[src/rtl/alu_pkg.sv]
// Shared ALU control types plus the multiplier FSM state encoding.
package alu_pkg;

    typedef enum logic [4:0] {
        C_ADD   = 5'd0,
        C_ADD_U = 5'd1,
        C_SUB   = 5'd2,
        C_SUB_U = 5'd3,
        C_AND   = 5'd4,
        C_OR    = 5'd5,
        C_XOR   = 5'd6,
        C_NOR   = 5'd7,
        C_SLT   = 5'd8,
        C_SLTU  = 5'd9,
        C_SLL   = 5'd10,
        C_SRL   = 5'd11,
        C_SRA   = 5'd12,
        C_LUI   = 5'd13,
        C_MULT  = 5'd14,
        C_MUL_U = 5'd15,
        C_MFHI  = 5'd16,
        C_MFLO  = 5'd17
    } alu_sel_t;

    typedef enum logic [1:0] {
        M_IDLE   = 2'd0,
        M_BUSY   = 2'd1,
        M_FINISH = 2'd2
    } mult_state_t;

    function automatic logic is_mult_op(alu_sel_t sel);
        return (sel == C_MULT) || (sel == C_MUL_U);
    endfunction

endpackage

[src/rtl/mult_shift_add_dp.sv]
// Shift-add datapath: operand magnitudes, the 2W+1 product register with carry,
// and the final conditional negate that restores the sign of a signed product.
module mult_shift_add_dp
    import alu_pkg::*;
#(
    parameter int WIDTH = 32
) (
    input  logic               clk,
    input  logic               rst,
    input  logic               load,
    input  logic               step,
    input  logic               is_signed,
    input  logic [WIDTH-1:0]   in0,
    input  logic [WIDTH-1:0]   in1,
    output logic [2*WIDTH-1:0] result
);

    logic [WIDTH-1:0] mcand_q, mcand_d;
    logic             neg_q, neg_d;
    logic [2*WIDTH:0] prod_q, prod_d;

    logic [WIDTH-1:0] mag0, mag1;
    logic [WIDTH:0]   sum;
    logic [2*WIDTH:0] added;

    // The most negative operand negates to itself, which is exactly its unsigned magnitude.
    assign mag0 = (is_signed && in0[WIDTH-1]) ? WIDTH'(-in0) : in0;
    assign mag1 = (is_signed && in1[WIDTH-1]) ? WIDTH'(-in1) : in1;

    assign sum   = {1'b0, prod_q[2*WIDTH-1:WIDTH]} + (prod_q[0] ? {1'b0, mcand_q} : '0);
    assign added = {sum, prod_q[WIDTH-1:0]};

    always_comb begin
        // NOTE: every next-state signal takes its hold value first so no path can infer a latch.
        mcand_d = mcand_q;
        neg_d   = neg_q;
        prod_d  = prod_q;
        if (load) begin
            mcand_d = mag0;
            neg_d   = is_signed && (in0[WIDTH-1] ^ in1[WIDTH-1]);
            prod_d  = {1'b0, {WIDTH{1'b0}}, mag1};
        end else if (step) begin
            prod_d = {1'b0, added[2*WIDTH:1]};
        end
    end

    always_ff @(posedge clk or posedge rst) begin
        // NOTE: registers use non-blocking assignments so all state updates see pre-edge values.
        if (rst) begin
            mcand_q <= '0;
            neg_q   <= 1'b0;
            prod_q  <= '0;
        end else begin
            mcand_q <= mcand_d;
            neg_q   <= neg_d;
            prod_q  <= prod_d;
        end
    end

    assign result = neg_q ? (2*WIDTH)'(-prod_q[2*WIDTH-1:0]) : prod_q[2*WIDTH-1:0];

endmodule

[src/rtl/mult_hilo_unit.sv]
// Iterative multiplier owning the HI/LO pair: sequencing FSM, iteration counter,
// and the architectural hi/lo/done registers around the shift-add datapath.
module mult_hilo_unit
    import alu_pkg::*;
#(
    parameter int WIDTH = 32
) (
    input  logic             clk,
    input  logic             rst,
    input  logic             start,
    input  alu_sel_t         alu_sel,
    input  logic [WIDTH-1:0] in0,
    input  logic [WIDTH-1:0] in1,
    output logic             busy,
    output logic             done,
    output logic [WIDTH-1:0] hi,
    output logic [WIDTH-1:0] lo
);

    localparam int CW = $clog2(WIDTH);

    mult_state_t      state_q, state_d;
    logic [CW-1:0]    count_q, count_d;
    logic [WIDTH-1:0] hi_q, hi_d, lo_q, lo_d;
    logic             done_q, done_d;
    logic             load, step;
    logic [2*WIDTH-1:0] result;

    mult_shift_add_dp #(.WIDTH(WIDTH)) u_dp (
        .clk       (clk),
        .rst       (rst),
        .load      (load),
        .step      (step),
        .is_signed (alu_sel == C_MULT),
        .in0       (in0),
        .in1       (in1),
        .result    (result)
    );

    always_comb begin
        state_d = state_q;
        count_d = count_q;
        hi_d    = hi_q;
        lo_d    = lo_q;
        done_d  = 1'b0;
        load    = 1'b0;
        step    = 1'b0;
        unique case (state_q)
            M_IDLE: begin
                if (start && is_mult_op(alu_sel)) begin
                    load    = 1'b1;
                    count_d = '0;
                    state_d = M_BUSY;
                end
            end
            M_BUSY: begin
                step    = 1'b1;
                count_d = count_q + 1'b1;
                if (count_q == CW'(WIDTH - 1)) state_d = M_FINISH;
            end
            M_FINISH: begin
                {hi_d, lo_d} = result;
                done_d       = 1'b1;
                state_d      = M_IDLE;
            end
            default: state_d = M_IDLE;
        endcase
    end

    always_ff @(posedge clk or posedge rst) begin
        if (rst) begin
            state_q <= M_IDLE;
            count_q <= '0;
            hi_q    <= '0;
            lo_q    <= '0;
            done_q  <= 1'b0;
        end else begin
            state_q <= state_d;
            count_q <= count_d;
            hi_q    <= hi_d;
            lo_q    <= lo_d;
            done_q  <= done_d;
        end
    end

    assign busy = (state_q != M_IDLE);
    assign done = done_q;
    assign hi   = hi_q;
    assign lo   = lo_q;

endmodule

[config.mk]
export PLATFORM = sky130hd
export DESIGN_NAME = mult_hilo_unit
export DESIGN_NICKNAME = d
export VERILOG_FILES = /design/src/rtl/alu_pkg.sv /design/src/rtl/mult_shift_add_dp.sv /design/src/rtl/mult_hilo_unit.sv
export SDC_FILE = /design/constraint.sdc
export NUM_CORES = 1
export LEC_CHECK = 0
export CELL_PAD_IN_SITES_DETAIL_PLACEMENT = 1
export CELL_PAD_IN_SITES_GLOBAL_PLACEMENT = 2
export CORE_UTILIZATION = 34
export CTS_BUF_LIST = sky130_fd_sc_hd__clkbuf_4 sky130_fd_sc_hd__clkbuf_8 sky130_fd_sc_hd__clkbuf_16
export DETAILED_ROUTE_END_ITERATION = 10
export HOLD_SLACK_MARGIN = 0.1
export PLACE_DENSITY_LB_ADDON = 0.1
export SETUP_SLACK_MARGIN = 0.15
export SKIP_CTS_REPAIR_TIMING = 1
export SYNTH_ARGS = -nofsm -noshare
export SYNTH_HDL_FRONTEND = slang
export SYNTH_SLANG_ARGS = --single-unit
[constraint.sdc]
create_clock -name clk -period 7.8 [get_ports clk]
set_input_delay 1.95 -clock clk [delete_from_list [all_inputs] [get_ports clk]]
set_output_delay 1.95 -clock clk [all_outputs]
set_load 0.05 [all_outputs]
* After elaboration in Yosys (flattened, before gate mapping)
Index checks and enable logic that the tools add are counted.
Widths: inputs -> output; s select.
** Word-level totals
- Register bits after elaboration :: 169
- Input bits :: 72
- Output and inout port bits :: 66
** Cells by class
- Add/subtract/negate cells :: 5
- Equal/unequal tests :: 7
- Mux-type cells :: 15
- Bitwise gates (word level) :: 1
- Reduce and logical (&&, ||, !) cells :: 11
** Operator list (count)
- $mux 64 :: 3
- $mux 32 :: 3
- $neg 32->32 :: 2
- $neg 64->64 :: 1
- $add 32x32->33 :: 1
- $eq 5x4->1 const B :: 2
- $pmux 5 s2 :: 1
- $reduce_bool 2->1 :: 3
- $add 5x1->5 const B :: 1
- $eq 5x5->1 const B :: 1
- $mux 5 :: 1
- $logic_and 1x1->1 :: 4
- $mux 1 :: 4
- $mux 2 :: 2
- $ne 2x2->1 const B :: 2
- $pmux 2 s2 :: 1
- $reduce_and 2->1 :: 2
- $eq 2x1->1 const B :: 1
- $eq 2x2->1 const B :: 1
- $logic_not 2->1 :: 1
- $logic_or 1x1->1 :: 1
- $xor 1x1->1 :: 1

* Longest topological paths before layout
Gate-level depths: netlist of the first run.
- Depth after elaboration :: 6
- Depth in mapped cells :: 12

* Hierarchy
From an unflattened synthesis of the first run, not the netlist that was laid out.
** Second synthesis, totals
- Cells, all modules :: 1219
- Area total of the unflattened synthesis :: 11611.1 µm²
** By module, submodules not included
- mult_shift_add_dp :: times used 1, cells each 1042, area an instance 8554.5 µm², sequential area each 2427.3 µm²
- mult_hilo_unit :: times used 1, cells each 177, area an instance 3056.7 µm², sequential area each 1801.7 µm²

* Worst setup path before layout of the first run
No wires, ideal clock.
- Path kind :: input port to flip-flop
- From :: in in1[5]
- To :: reg u_dp.prod_q[30]
- Library setup time :: 137 ps
- Arrival time :: 3687 ps
- Data required time :: 7663 ps
- Setup slack :: 3976 ps
- Stages on the path :: 7
- Path through :: or4_1 or3_1 nor2b_1 and3_1 a31oi_1 xnor2_1 a21oi_1
** On the way
- Cells in the longest elaborated chain, start to end :: 3
** RTL lines
- start: declaration :: line mult_hilo_unit.sv:13 : input logic [WIDTH-1:0] in1,
- $neg 32->32 :: line mult_shift_add_dp.sv:28 : assign mag1 = (is_signed && in1[WIDTH-1]) ? WIDTH'(-in1) : in1;
- $mux 32 :: line mult_shift_add_dp.sv:28
- $mux 64 :: line mult_shift_add_dp.sv:38 : if (load) begin
- end signal: assignment :: line mult_shift_add_dp.sv:56 : prod_q <= prod_d;
- end: declaration :: line mult_shift_add_dp.sv:20 : logic [2*WIDTH:0] prod_q, prod_d;
No other way between the ends.
A chain may end at the register's enable or synchronous reset.

* Final worst setup path of the first run
- From :: in in1[5]
- To :: reg u_dp.prod_q[26]
The elaborated chain is that of the path after synthesis.

==> results.yml, run 1 <==
finish:
  final_core_util: 0.423
  n_fill_cell: 3793
  finalNonFillerCells: 1894
  antennaDiodeCount: 0
  drive_gt1_frac: 0.0398
  finalNetCount: 1556
  areaGrowthSynthToFinish_pct: 21.5
setup_path:
  critPathLaunchType: "input port"
  cp_data_arrival_time_ns: 4.64
  critPathKind: "in -> reg"
  worstSetupEndpointType: "register"
  critical_path_required_ns: 8.12
  path_max_fanout: 6
  ff2ff_setup_slack_ns: 3.71
route:
  dr_wl_met3_mm: 1.09
  top_layer: "met4"
  dr_wl_met2_mm: 13.4
  wl_met1_mm: 19.4
  via_per_inst: 5.25
  dr.pass1.iters: 5
  wire_per_inst_um: 18.1
  vias: 9938
  postRouteAntennaNets: 0
  drt_first_iter_violations: 548
  drt_wl_total_mm: 34.2
  drc: 0
status:
  status: "finished, final reports clean"
yosys:
  synth_cell_types: 64
  synth_top_cell_area_share: 0.382
  syn_inst: 1350
  synthFlopType: "dfrtp_1"
  synth_edf_count: 0
  ys_top_cells_by_area: "dfrtp_1, nand2_1, o21ai_0, xor2_1, xnor2_1"
  netlist_top_cells_count: "nand2_1, dfrtp_1, o21ai_0, xor2_1, nor2_1"
  yosysSeqAreaShare: 0.382
  synth_most_common_cell: "nand2_1"
  ys_seq_elements: 169
  synth_nets: 1460
  synth_area_sq_mm: 0.0111
  async_flop_share: 1.00
  ys_warn_count: 0
  synth_top_cell_by_area: "dfrtp_1"
  syn_area_per_cell_sq_um: 8.20
placement:
  hpwl_mm: 25.9
  port_buffers: 137
  place_congestion: 0.835
  dp.cells: 1862
clock_network:
  cts_buffers: 17
  clock_latency_ns: 0.45
  cts.sink_count: 169
  clk_pin_slew_ns: 0.08
  cts_tree: "built"
  cts_root_buf: "clkbuf_16"
  cts_buffer_depth: 2
  htreeDepth: 4
power:
  vdd_drop_max_uv: 166
  powerDensity_mw_per_mm2: 282
  power.leakage_nw: 5.63
hold_path:
  hold_path.class: "reg -> reg"
timing:
  slew_violations: 0
  max_freq_mhz: 231
  hold_slack_ns: 0.472
  tightest_slew_ns: 1.17
  relSlewSlack: 0.221
  min_period_ns: 4.32
  hold_violations: 0
  setup_viol: 0
  finClkSkew_ns: 0.0155
  fin_tns_setup_ns: 0
  rsz0062_at_grt: "no"
  post-route-period-util: 0.554
floorplanning:
  core_sq_mm: 0.0318
  dieArea_sq_mm: 0.0333
  fp-row-count: 65
  fp.dieH_um: 182
  initial_core_util: 0.348
  die_w_um: 182
  ios: 138
global_route:
  grt_usage: 0.213
  grt_antenna_before_repair: 0
  grt_pass1_vias: 9786
  grt_pass1_wl_mm: 55.8
  grt_overflow: 0
  grt_start_max_net_pins: 130
job:
  cap_viol_max_count: 0
-- critical path, stage by stage --
cell	delay, ns
clkdlybuf4s50_1	0.46
or4_1	0.59
or3_1	0.41
nor2b_1	0.46
and3_1	0.33
a21oi_1	0.10
xnor2_1	0.25
a21oi_1	0.10
-- registers in the layout, summed over array words and instances, names as in the netlist --
name          cells
u_dp.neg_q        1
state_q           2
u_dp.prod_q      64
done              1
hi               32
u_dp.mcand_q     32
lo               32
count_q           5
-- per-stage QoR --
stage	setup WS, ns	total power, mW	cell area (sq um)
after floorplan	1.27	2.30	11100
after global placement	3.15	2.80	12800
after detailed placement	3.06	2.84	12800
after CTS	3.53	3.81	13400
after global routing	3.34	4.04	13400
final	3.48	3.79	13400
-- power breakdown --
| part | internal, mW | switching (mW) | total, mW |
|---|---|---|---|
| Clock | 0.551 | 0.405 | 0.956 |
| Sequential | 1.09 | 0.382 | 1.48 |
| Combinational | 0.527 | 0.828 | 1.35 |
-- layout make-up --
type                       count  area [sq um]  share of cell area
clock buffer                  18           433              0.0322
inverter                      23          91.3             0.00679
tap                          435           544              0.0405
clock inverter                14           210              0.0156
multi-input combinational   1090          6510               0.484
timing repair buffer         145          1430               0.106
sequential                   169          4230               0.315
-- metal layers --
layer | global-route usage | vias to the layer above
met4 | 0.0545 | 0
li1 | - | 4948
met2 | 0.292 | 192
met3 | 0.0206 | 21
met1 | 0.347 | 4777
met5 | 0 | -
-- cells by family (layout without fill, tap and decap cells) --
group | count (synthesis) | in the layout | synth area share
muxes | 6 | 6 | 0.00543
buffers and inverters | 91 | 200 | 0.0315
and+or+nand+nor | 535 | 535 | 0.229
xor gates and xnor gates | 145 | 145 | 0.115
adders and majority gates | 38 | 38 | 0.0436
DFF | 169 | 169 | 0.382
AOI/OAI and AO/OA | 366 | 366 | 0.194
-- placed cells by master (no fill, tap or decap), drive strengths merged, types with 3 or more instances in the layout --
cell,count
a221oi,3
nand2b,7
nor3b,7
mux2i,6
a31oi,33
a211oi,7
ha,37
and2,41
nor3,33
nand4b,3
a22oi,3
o31ai,23
nor2b,7
inv,30
xor2,90
o211ai,11
xnor2,55
dfrtp,169
o21ai,170
a21oi,71
nand4,7
or3,10
nand2,245
nand3,46
nor4,8
o21bai,4
a21o,9
o41ai,9
or2,5
or4,10
clkbuf,18
nand3b,4
o21a,3
and3,20
nor2,75
buf,8
clkdlybuf4s50,137
bufinv,4
-- path summary, 6_finish.rpt --
path,start,end,cells past startpoint
setup / recovery,in1[5],u_dp.prod_q[26],8
hold / removal,u_dp.mcand_q[27],u_dp.mcand_q[27],2
setup reg to reg,u_dp.prod_q[0],u_dp.prod_q[61],11
min in group asynchronous,rst,u_dp.prod_q[8],2
max in group asynchronous,rst,hi[20],3
hold reg to reg,u_dp.mcand_q[27],u_dp.mcand_q[27],2
(Power assumes the default switching activity.)
==> inputs of run 2 (changes only) <==
--- a/config.mk
+++ b/config.mk
@@ -7,7 +7,7 @@
 export LEC_CHECK = 0
 export CELL_PAD_IN_SITES_DETAIL_PLACEMENT = 1
 export CELL_PAD_IN_SITES_GLOBAL_PLACEMENT = 2
-export CORE_UTILIZATION = 34
+export CORE_UTILIZATION = 31
 export CTS_BUF_LIST = sky130_fd_sc_hd__clkbuf_4 sky130_fd_sc_hd__clkbuf_8 sky130_fd_sc_hd__clkbuf_16
 export DETAILED_ROUTE_END_ITERATION = 10
 export HOLD_SLACK_MARGIN = 0.1
==> constraint.sdc (replaced) <==
create_clock -name clk -period 3.5 [get_ports clk]
set_input_delay 0.875 -clock clk [delete_from_list [all_inputs] [get_ports clk]]
set_output_delay 0.875 -clock clk [all_outputs]
set_load 0.05 [all_outputs]
==> run 2 against run 1 <==
Net effect: cell count increased by 3.1%; flip-flop and latch count is the same; routed wire length grew 5.0%; sequential share of layout area fell by 0.71 points; die area rose by 9.6%; clock-buffer cell count increased by 1; utilization decreased by 2.8 points; total power up 120%; hold slack improved by 0.00056 ns; register-to-register slack worse by 3.4 ns; first-iteration DRC count shrank 16%; clock power grew 110%.
==> results.yml, run 2 (synthesized netlist as in run 1, its figures left out) <==
clock_network:
  cts_root_buf: "clkbuf_16"
  cts.sink_count: 169
  clock_latency_ns: 0.45
  htreeDepth: 4
  clk_pin_slew_ns: 0.08
  cts_tree: "built"
  cts_buffer_depth: 2
  cts_buffers: 17
finish:
  regMostFlops: "u_dp.prod_q"
  multi_input_area_sq_mm: 0.00652
  areaGrowthSynthToFinish_pct: 24.3
  most-common-layout-cells: "nand2_1, dfrtp_1, o21ai_0"
  register_area_sq_mm: 0.00423
  finalNetCount: 1593
  largest_reg_flops: 64
  drive_gt1_frac: 0.0642
  final_core_util: 0.395
  n_fill_cell: 4152
  finalNonFillerCells: 1952
  final_common_cell: "nand2_1"
timing:
  finClkSkew_ns: 0.0175
  min_period_ns: 3.19
  post-route-period-util: 0.910
  rsz0062_at_grt: "no"
  max_freq_mhz: 314
  hold_violations: 0
  slew_violations: 0
  fin_tns_setup_ns: 0
  setup_viol: 0
  relSlewSlack: 0.403
  tightest_slew_ns: 0.895
power:
  powerDensity_mw_per_mm2: 609
  power.leakage_nw: 5.80
  vdd_drop_max_uv: 379
floorplanning:
  initial_core_util: 0.318
  dieArea_sq_mm: 0.0365
  ios: 138
  fp-row-count: 68
  die_w_um: 191
  core_sq_mm: 0.0348
  fp.dieH_um: 191
setup_path:
  cpMostUsedCell: "buf_4"
  slowest_delay_ns: 0.44
  path_max_fanout: 35
  worstSetupEndpointType: "register"
  critical_path.cell_chain: "buf_4 > inv_1 > ha_1 > nand4b_1 > buf_4 > or3_1 > nand3b_1 > o41ai_1 > xor2_1 > o21ai_0"
  r2r_start: "u_dp.prod_q[0]"
  critPathKind: "reg -> reg"
  critPathLaunchType: "register"
  critical_path_required_ns: 3.82
  crit_start: "u_dp.prod_q[0]"
  cp_data_arrival_time_ns: 3.50
  critical_path.slowest_cell: "or3_1"
route:
  drt_wl_total_mm: 36.0
  dr.pass1.iters: 5
  drc: 0
  wire_per_inst_um: 18.4
  postRouteAntennaNets: 0
  vias: 10000
  via_per_inst: 5.14
  drt_first_iter_violations: 462
job:
  cap_viol_max_count: 0
placement:
  place_congestion: 0.850
  hpwl_mm: 27.9
  dp.cells: 1919
  port_buffers: 137
global_route:
  grt_usage: 0.205
  grt_start_max_net_pins: 81
  grt_antenna_before_repair: 1
  grt_pass1_wl_mm: 57.8
  grt_pass1_vias: 10200
  grt_overflow: 0
hold_path:
  min_from: "u_dp.mcand_q[2]"
  hold_path.class: "reg -> reg"
status:
  status: "finished, final reports clean"
==> run 2: cell count changes in the layout (fill, tap and decap cells not counted), moves of 2 or more <==
cell,change
bufinv_16,-2
clkinvlp_4,+3
clkinv_2,+2
buf_12,+4
inv_6,-4
buf_4,+33
==> run 2: routing by layer <==
metal / track usage / up-vias / part of all wire
li1: - / 5031 / -
met1: 0.318 / 4781 / 0.54
met2: 0.296 / 187 / 0.41
met3: 0.0231 / 27 / 0.030
met4: 0.0480 / 0 / 0.011
met5: 0 / - / 0
==> run 2: cell type report <==
cell class / instances / share of cell area
clock buffers: 19 / 0.0320
repair buffers: 182 / 0.128
well taps: 455 / 0.0414
inverters: 23 / 0.00655
flip-flops and latches: 169 / 0.308
clock inverters: 13 / 0.0106
diodes: 1 / 0.000182
multi-input cells: 1090 / 0.474
==> run 2: power breakdown <==
part           internal [mW]  leakage, nW  switching, mW  total, mW
Sequential              2.44         1.96          0.696       3.14
Combinational           1.27         3.55           2.01       3.28
Clock                   1.08        0.284          0.886       1.96
==> run 2: worst paths after layout <==
kind	endpoint	slack, ns	cells after the start
max	hi[30]	0.31	10
min in group asynchronous	u_dp.prod_q[6]	0.91	3
min	u_dp.mcand_q[2]	0.47	2
max reg2reg	hi[30]	0.31	10
max in group asynchronous	hi[25]	2.00	3
min reg2reg	u_dp.mcand_q[2]	0.47	2
==> run 2: worst max-delay path: cells and delay by family, from the launching register on <==
family	cells	cell delay (ns)
flops	1	0.38
buf+inv	3	0.72
simple gates	3	1.00
compound gates	2	0.49
fa+ha+maj	1	0.25
xor+xnor	1	0.20
==> run 2: stage by stage <==
| step | cell area, sq um | total power, mW | hold WS, ns | setup slack (ns) |
|---|---|---|---|---|
| 2_1_floorplan | 11100 | 5.13 | 0.442 | 0.251 |
| 5_1_grt | 13800 | 8.97 | 0.503 | 0.252 |
| 3_3_place_gp | 13200 | 6.36 | 0.455 | 0.175 |
| 4_1_cts | 13700 | 8.46 | 0.480 | 0.267 |
| 3_5_place_dp | 13200 | 6.44 | 0.462 | 0.158 |
| 6_report | 13800 | 8.38 | 0.473 | 0.314 |
==> inputs of run 3 (changes only) <==
--- a/config.mk
+++ b/config.mk
@@ -7,13 +7,15 @@
 export LEC_CHECK = 0
 export CELL_PAD_IN_SITES_DETAIL_PLACEMENT = 1
 export CELL_PAD_IN_SITES_GLOBAL_PLACEMENT = 2
-export CORE_UTILIZATION = 31
+export CORE_UTILIZATION = 35
 export CTS_BUF_LIST = sky130_fd_sc_hd__clkbuf_4 sky130_fd_sc_hd__clkbuf_8 sky130_fd_sc_hd__clkbuf_16
 export DETAILED_ROUTE_END_ITERATION = 10
+export DONT_BUFFER_PORTS = 1
 export HOLD_SLACK_MARGIN = 0.1
 export PLACE_DENSITY_LB_ADDON = 0.1
 export SETUP_SLACK_MARGIN = 0.15
 export SKIP_CTS_REPAIR_TIMING = 1
+export SKIP_LAST_GASP = 1
 export SYNTH_ARGS = -nofsm -noshare
 export SYNTH_HDL_FRONTEND = slang
 export SYNTH_SLANG_ARGS = --single-unit
==> run 3 against run 2 <==
Net effect: critical path depth up 1; non-clock buffer count down 142; highest routed layer unchanged; largest power group is now sequential cells; the flow now finishes with violations (DRC); clock power down 5%; global-route usage up 1.7 points; die area down 11%; clock skew down 0.0072 ns; routed wire length down 2.4%; cell count down 10%; worst setup slack better by 0.16 ns; clock-buffer cell count unchanged.
==> results.yml, run 3 (synthesized netlist as in run 1, its figures left out) <==
timing:
  rsz0062_at_grt: "no"
  slew_violations: 0
  finClkSkew_ns: 0.0103
  tightest_slew_ns: 0.904
  relSlewSlack: 0.398
  hold_violations: 0
  setup_viol: 0
  post-route-period-util: 0.863
  max_freq_mhz: 331
  min_period_ns: 3.02
  fin_tns_setup_ns: 0
  hold_slack_ns: 0.392
hold_path:
  hold_path.class: "in -> async"
setup_path:
  critPathLaunchType: "register"
  path_max_fanout: 31
  r2r_start: "u_dp.prod_q[0]"
  cp_data_arrival_time_ns: 3.34
  r2r-end: "u_dp.prod_q[49]"
  ff2ff_setup_slack_ns: 0.48
  ff2ff_path_depth: 11
  critPathKind: "reg -> reg"
  worstSetupEndpointType: "register"
  critPathCapture: "u_dp.prod_q[49]"
  crit_start: "u_dp.prod_q[0]"
  critical_path_required_ns: 3.82
route:
  dr.pass1.iters: 7
  drt_wl_total_mm: 35.1
  drt_first_iter_violations: 434
  postRouteAntennaNets: 0
  wire_per_inst_um: 20.1
  drc: 14
  vias: 9455
  via_per_inst: 5.40
clock_network:
  cts_tree: "built"
  clock_latency_ns: 0.44
  cts.sink_count: 169
  cts_buffer_depth: 2
  htreeDepth: 4
  cts_buffers: 17
  cts_root_buf: "clkbuf_16"
  clk_pin_slew_ns: 0.07
finish:
  n_fill_cell: 3662
  final_common_cell: "nand2_1"
  areaGrowthSynthToFinish_pct: 10.8
  most-common-layout-cells: "nand2_1, o21ai_0, dfrtp_1"
  finalNetCount: 1451
  drive_gt1_frac: 0.0679
  regMostFlops: "u_dp.prod_q"
  largest_reg_flops: 64
  antennaDiodeCount: 0
power:
  combinationalPowerShare: 0.361
  pwr-share-clk: 0.228
  p_sw_frac: 0.439
  powerDensity_mw_per_mm2: 667
  internal_power_mw: 4.59
  seqPwrFrac: 0.411
  vdd_drop_max_uv: 371
  power.leakage_nw: 5.20
  p_switching_mw: 3.59
floorplanning:
  fp-row-count: 64
  dieArea_sq_mm: 0.0323
  core_sq_mm: 0.0308
  fp.dieH_um: 180
  initial_core_util: 0.359
  ios: 138
  die_w_um: 180
job:
  cap_viol_max_count: 0
global_route:
  grt_usage: 0.222
  grt_antenna_before_repair: 0
  grt_pass1_wl_mm: 56.1
  grt_start_max_net_pins: 82
  grt_overflow: 0
  grt_pass1_vias: 9601
placement:
  place_congestion: 0.846
  hpwl_mm: 27.5
  port_buffers: 0
status:
  violations: "DRC"
  status: "finished, violations left"
## run 3: changes by cell type in the layout (fill, tap and decap cells not counted), moves of 2 or more
cell and delta:
inv_6 +2, clkinvlp_4 +2, buf_4 -6, clkdlybuf4s50_1 -137
clkinv_4 -2
## run 3: worst min-delay path by stage
stage                          start          endpoint  cells past startpoint
floorplan           u_dp.mcand_q[14]  u_dp.mcand_q[14]                      2
global placement     u_dp.mcand_q[6]   u_dp.mcand_q[6]                      2
detailed placement   u_dp.mcand_q[2]   u_dp.mcand_q[2]                      2
CTS                              rst        count_q[1]                      1
global route                     rst        count_q[1]                      1
finish                           rst   u_dp.prod_q[22]                      1
## run 3: critical path, cell delays in order (launching register included)
cell,delay (ns)
dfrtp_1,0.41
buf_4,0.22
and2_1,0.19
fa_1,0.44
a21o_1,0.22
a221oi_2,0.30
buf_4,0.18
o211ai_1,0.14
and2_1,0.23
o21ai_0,0.35
or3_1,0.17
nand3_1,0.06
## run 3: power by group through the flow
stage	Clock (mW)	Combinational, mW	Sequential, mW
after floorplan	0	2.06	3.07
after global placement	0	2.89	3.36
after detailed placement	0	2.95	3.38
after CTS	1.92	2.96	3.34
after global routing	1.99	3.31	3.44
final	1.86	2.96	3.36
## run 3: cell type report
class	count	area (sq um)	area share
inverters	23	90.1	0.00735
clock inverters	13	120	0.00979
multi-input cells	1090	6520	0.531
clock buffers	19	447	0.0364
flip-flops and latches	169	4230	0.345
repair buffers	40	363	0.0296
well taps	396	495	0.0404
## run 3: metal layers
metal	track usage	part of all wire	up-vias
li1	-	-	4739
met1	0.354	0.56	4530
met2	0.305	0.39	169
met3	0.0405	0.039	17
met4	0.0410	0.0078	0
met5	0	0	-
## run 3: per-stage QoR
| stage | cell area, sq um | util | setup slack [ns] | total power, mW | instances |
|---|---|---|---|---|---|
| 3_3_place_gp | 11700 | 0.379 | 0.382 | 6.26 | 1718 |
| 3_5_place_dp | 11700 | 0.379 | 0.315 | 6.33 | 1718 |
| 5_1_grt | 12300 | 0.398 | 0.246 | 8.73 | 1750 |
| 6_report | 12300 | 0.398 | 0.479 | 8.18 | 1750 |
| 4_1_cts | 12300 | 0.397 | 0.247 | 8.22 | 1750 |
| 2_1_floorplan | 11100 | - | 0.251 | 5.13 | 1350 |
==> variant (settings of run 3) <==
Make the reset (`rst`) synchronous in 2 clocked blocks.
--- a/src/rtl/mult_shift_add_dp.sv
+++ b/src/rtl/mult_shift_add_dp.sv
@@ -44,7 +44,7 @@
         end
     end
 
-    always_ff @(posedge clk or posedge rst) begin
+    always_ff @(posedge clk) begin
         // NOTE: registers use non-blocking assignments so all state updates see pre-edge values.
         if (rst) begin
             mcand_q <= '0;
--- a/src/rtl/mult_hilo_unit.sv
+++ b/src/rtl/mult_hilo_unit.sv
@@ -67,7 +67,7 @@
         endcase
     end
 
-    always_ff @(posedge clk or posedge rst) begin
+    always_ff @(posedge clk) begin
         if (rst) begin
             state_q <= M_IDLE;
             count_q <= '0;
Formal check against the unedited RTL: differs if rst is asserted again (counterexample within 4 cycles, from zero or initial values and one cycle with rst high); with rst held inactive, the same outputs for 10 cycles.
==> variant against run 3 <==
Sequential cell count stayed put; wire length shrank 1.2%; first-iteration DRC count increased by 10%; non-clock buffer count up 10; final area down 3.6%; sequential share of layout area shrank 5.9 points; area after synthesis fell by 3.9%; clock skew up 0.0060 ns; die area fell by 3.8%; setup slack got worse by 0.056 ns; largest cell class unchanged; highest routed layer unchanged.
Power is not compared: it rests on default switching activity, and its combinational part moved more than twofold at a synthesized area within 25%.
==> variant: results (changes against run 3) <==
[yosys]
synth_nets=1478  ; +1.2%
synth_sequential_area_ratio_pct=31.8  ; -6.4 points
synth_fa_ha_area_share_pct=4.54  ; +0.18 points
ys_dominant_reg_cell=sky130_fd_sc_hd__dfxtp_1
synth-async-reset-ratio_pct=0  ; -100 points
synthTopCellsByArea=sky130_fd_sc_hd__dfxtp_1, sky130_fd_sc_hd__xor2_1, sky130_fd_sc_hd__nand2_1
yosysUniqueCellTypes=72  ; +13%
synth_mux_area_share_pct=0.870  ; +0.33 points
post_synth_most_frequent_cells=sky130_fd_sc_hd__nand2_1, sky130_fd_sc_hd__dfxtp_1, sky130_fd_sc_hd__nor2_1, sky130_fd_sc_hd__o21ai_0, sky130_fd_sc_hd__xor2_1
synthXorXnorAreaFrac_pct=11.4  ; -0.032 points
synth_compound_gate_area_share_pct=23.9  ; +4.5 points

[placement]
routabilityCongestion=0.862  ; +2.0%
detailedPlacementHpwl_mm=26.9  ; -2.0%
placed_area_um2=11200  ; -3.9%

[global_routing]
first_global_vias=9620  ; +0.20%
first_pass_grt_wire_length_mm=54.6  ; -2.8%
grt_start_max_net_pins=107  ; +30%
globalRouteTotalUtil_pct=22.5  ; +0.35 points

[run_status]
result_of_the_run=complete, no violations

[routing]
drt_pre_antenna_iters=5  ; -2
routed_wirelength_mm=34.7  ; -1.2%
drt_iter0_markers=478  ; +10%
dr_total_vias=9739  ; +3.0%

[timing]
worst_slew_pin_slew_ns=1.08  ; +0.181 ns
timing.clock.skew_ns=0.0163  ; +0.00601 ns

[worst_hold_path]
worst_hold_path.endpoint=u_dp.mcand_q[31]
class_of_the_worst_hold_path=reg2reg

[setup_path]
worst_path_largest_cell_delay_ns=0.41  ; -0.03 ns
regToRegEndpoint=u_dp.prod_q[47]
critPathLaunch=u_dp.prod_q[0]
register_to_register_path_setup_slack_ns=0.42  ; -0.06 ns
critical-path-top-delay-family=compound AO/OA/AOI/OAI gates
cp.buffers_inverters=1  ; -1
worstPathMaxFanout=10  ; -68%
crit_path_arrival_time_ns=3.42  ; +0.08 ns

[cts]
h_tree_depth_reported_by_cts=4  ; unchanged
path_clk_slew_ns=0.08

[power_and_ir_drop]
p_int_mw=3.09
seq_power_mw=1.96

[cells_and_area]
fillers=3642  ; -0.55%
drive_above_1_share_pct=8.75  ; +2.0 points

-- variant: stage by stage --
step | cells | setup WS [ns] | hold slack (ns) | utilization, %
detailed placement | 1729 | 0.314 | 0.445 | 37.7
global placement | 1729 | 0.368 | 0.434 | 37.7
CTS | 1761 | 0.414 | 0.457 | 39.7
finish | 1761 | 0.422 | 0.458 | 39.7
floorplan | 1368 | 0.549 | 0.427 | -
global route | 1761 | 0.206 | 0.479 | 39.7
-- variant: worst max-delay path by stage --
| stage | to | cells after the start |
|---|---|---|
| 2_1_floorplan | u_dp.prod_q[29] | 7 |
| 3_3_place_gp | u_dp.prod_q[29] | 7 |
| 3_5_place_dp | u_dp.mcand_q[18] | 6 |
| 4_1_cts | u_dp.prod_q[47] | 11 |
| 5_1_grt | u_dp.prod_q[62] | 11 |
| 6_report | u_dp.prod_q[47] | 11 |
-- variant: cell type report --
| class | count | share of cell area [%] |
|---|---|---|
| tap | 390 | 4.13 |
| clock buffer | 18 | 3.72 |
| sequential | 169 | 28.6 |
| clock inverter | 14 | 1.31 |
| multi-input combinational | 1102 | 58.5 |
| inverter | 18 | 0.572 |
| timing repair buffer | 50 | 3.18 |
-- variant: logic make-up (layout without fill, tap and decap cells) --
| family | Yosys count | count (layout) |
|---|---|---|
| multiplexers | 9 | 9 |
| buffers and inverters | 97 | 100 |
| AO/OA/AOI/OAI | 380 | 380 |
| flip-flops | 169 | 169 |
| XOR/XNOR | 139 | 139 |
| adder cells (fa/ha/maj) | 38 | 38 |
| AND/OR/NAND/NOR | 536 | 536 |
-- variant: routing by layer --
layer | global-route usage, % | up-vias | share of wire, %
met5 | 0 | - | 0
met4 | 5.03 | 0 | 0.93
met3 | 4.61 | 21 | 5.4
met2 | 29.9 | 221 | 38
met1 | 35.9 | 4567 | 56
li1 | - | 4930 | -
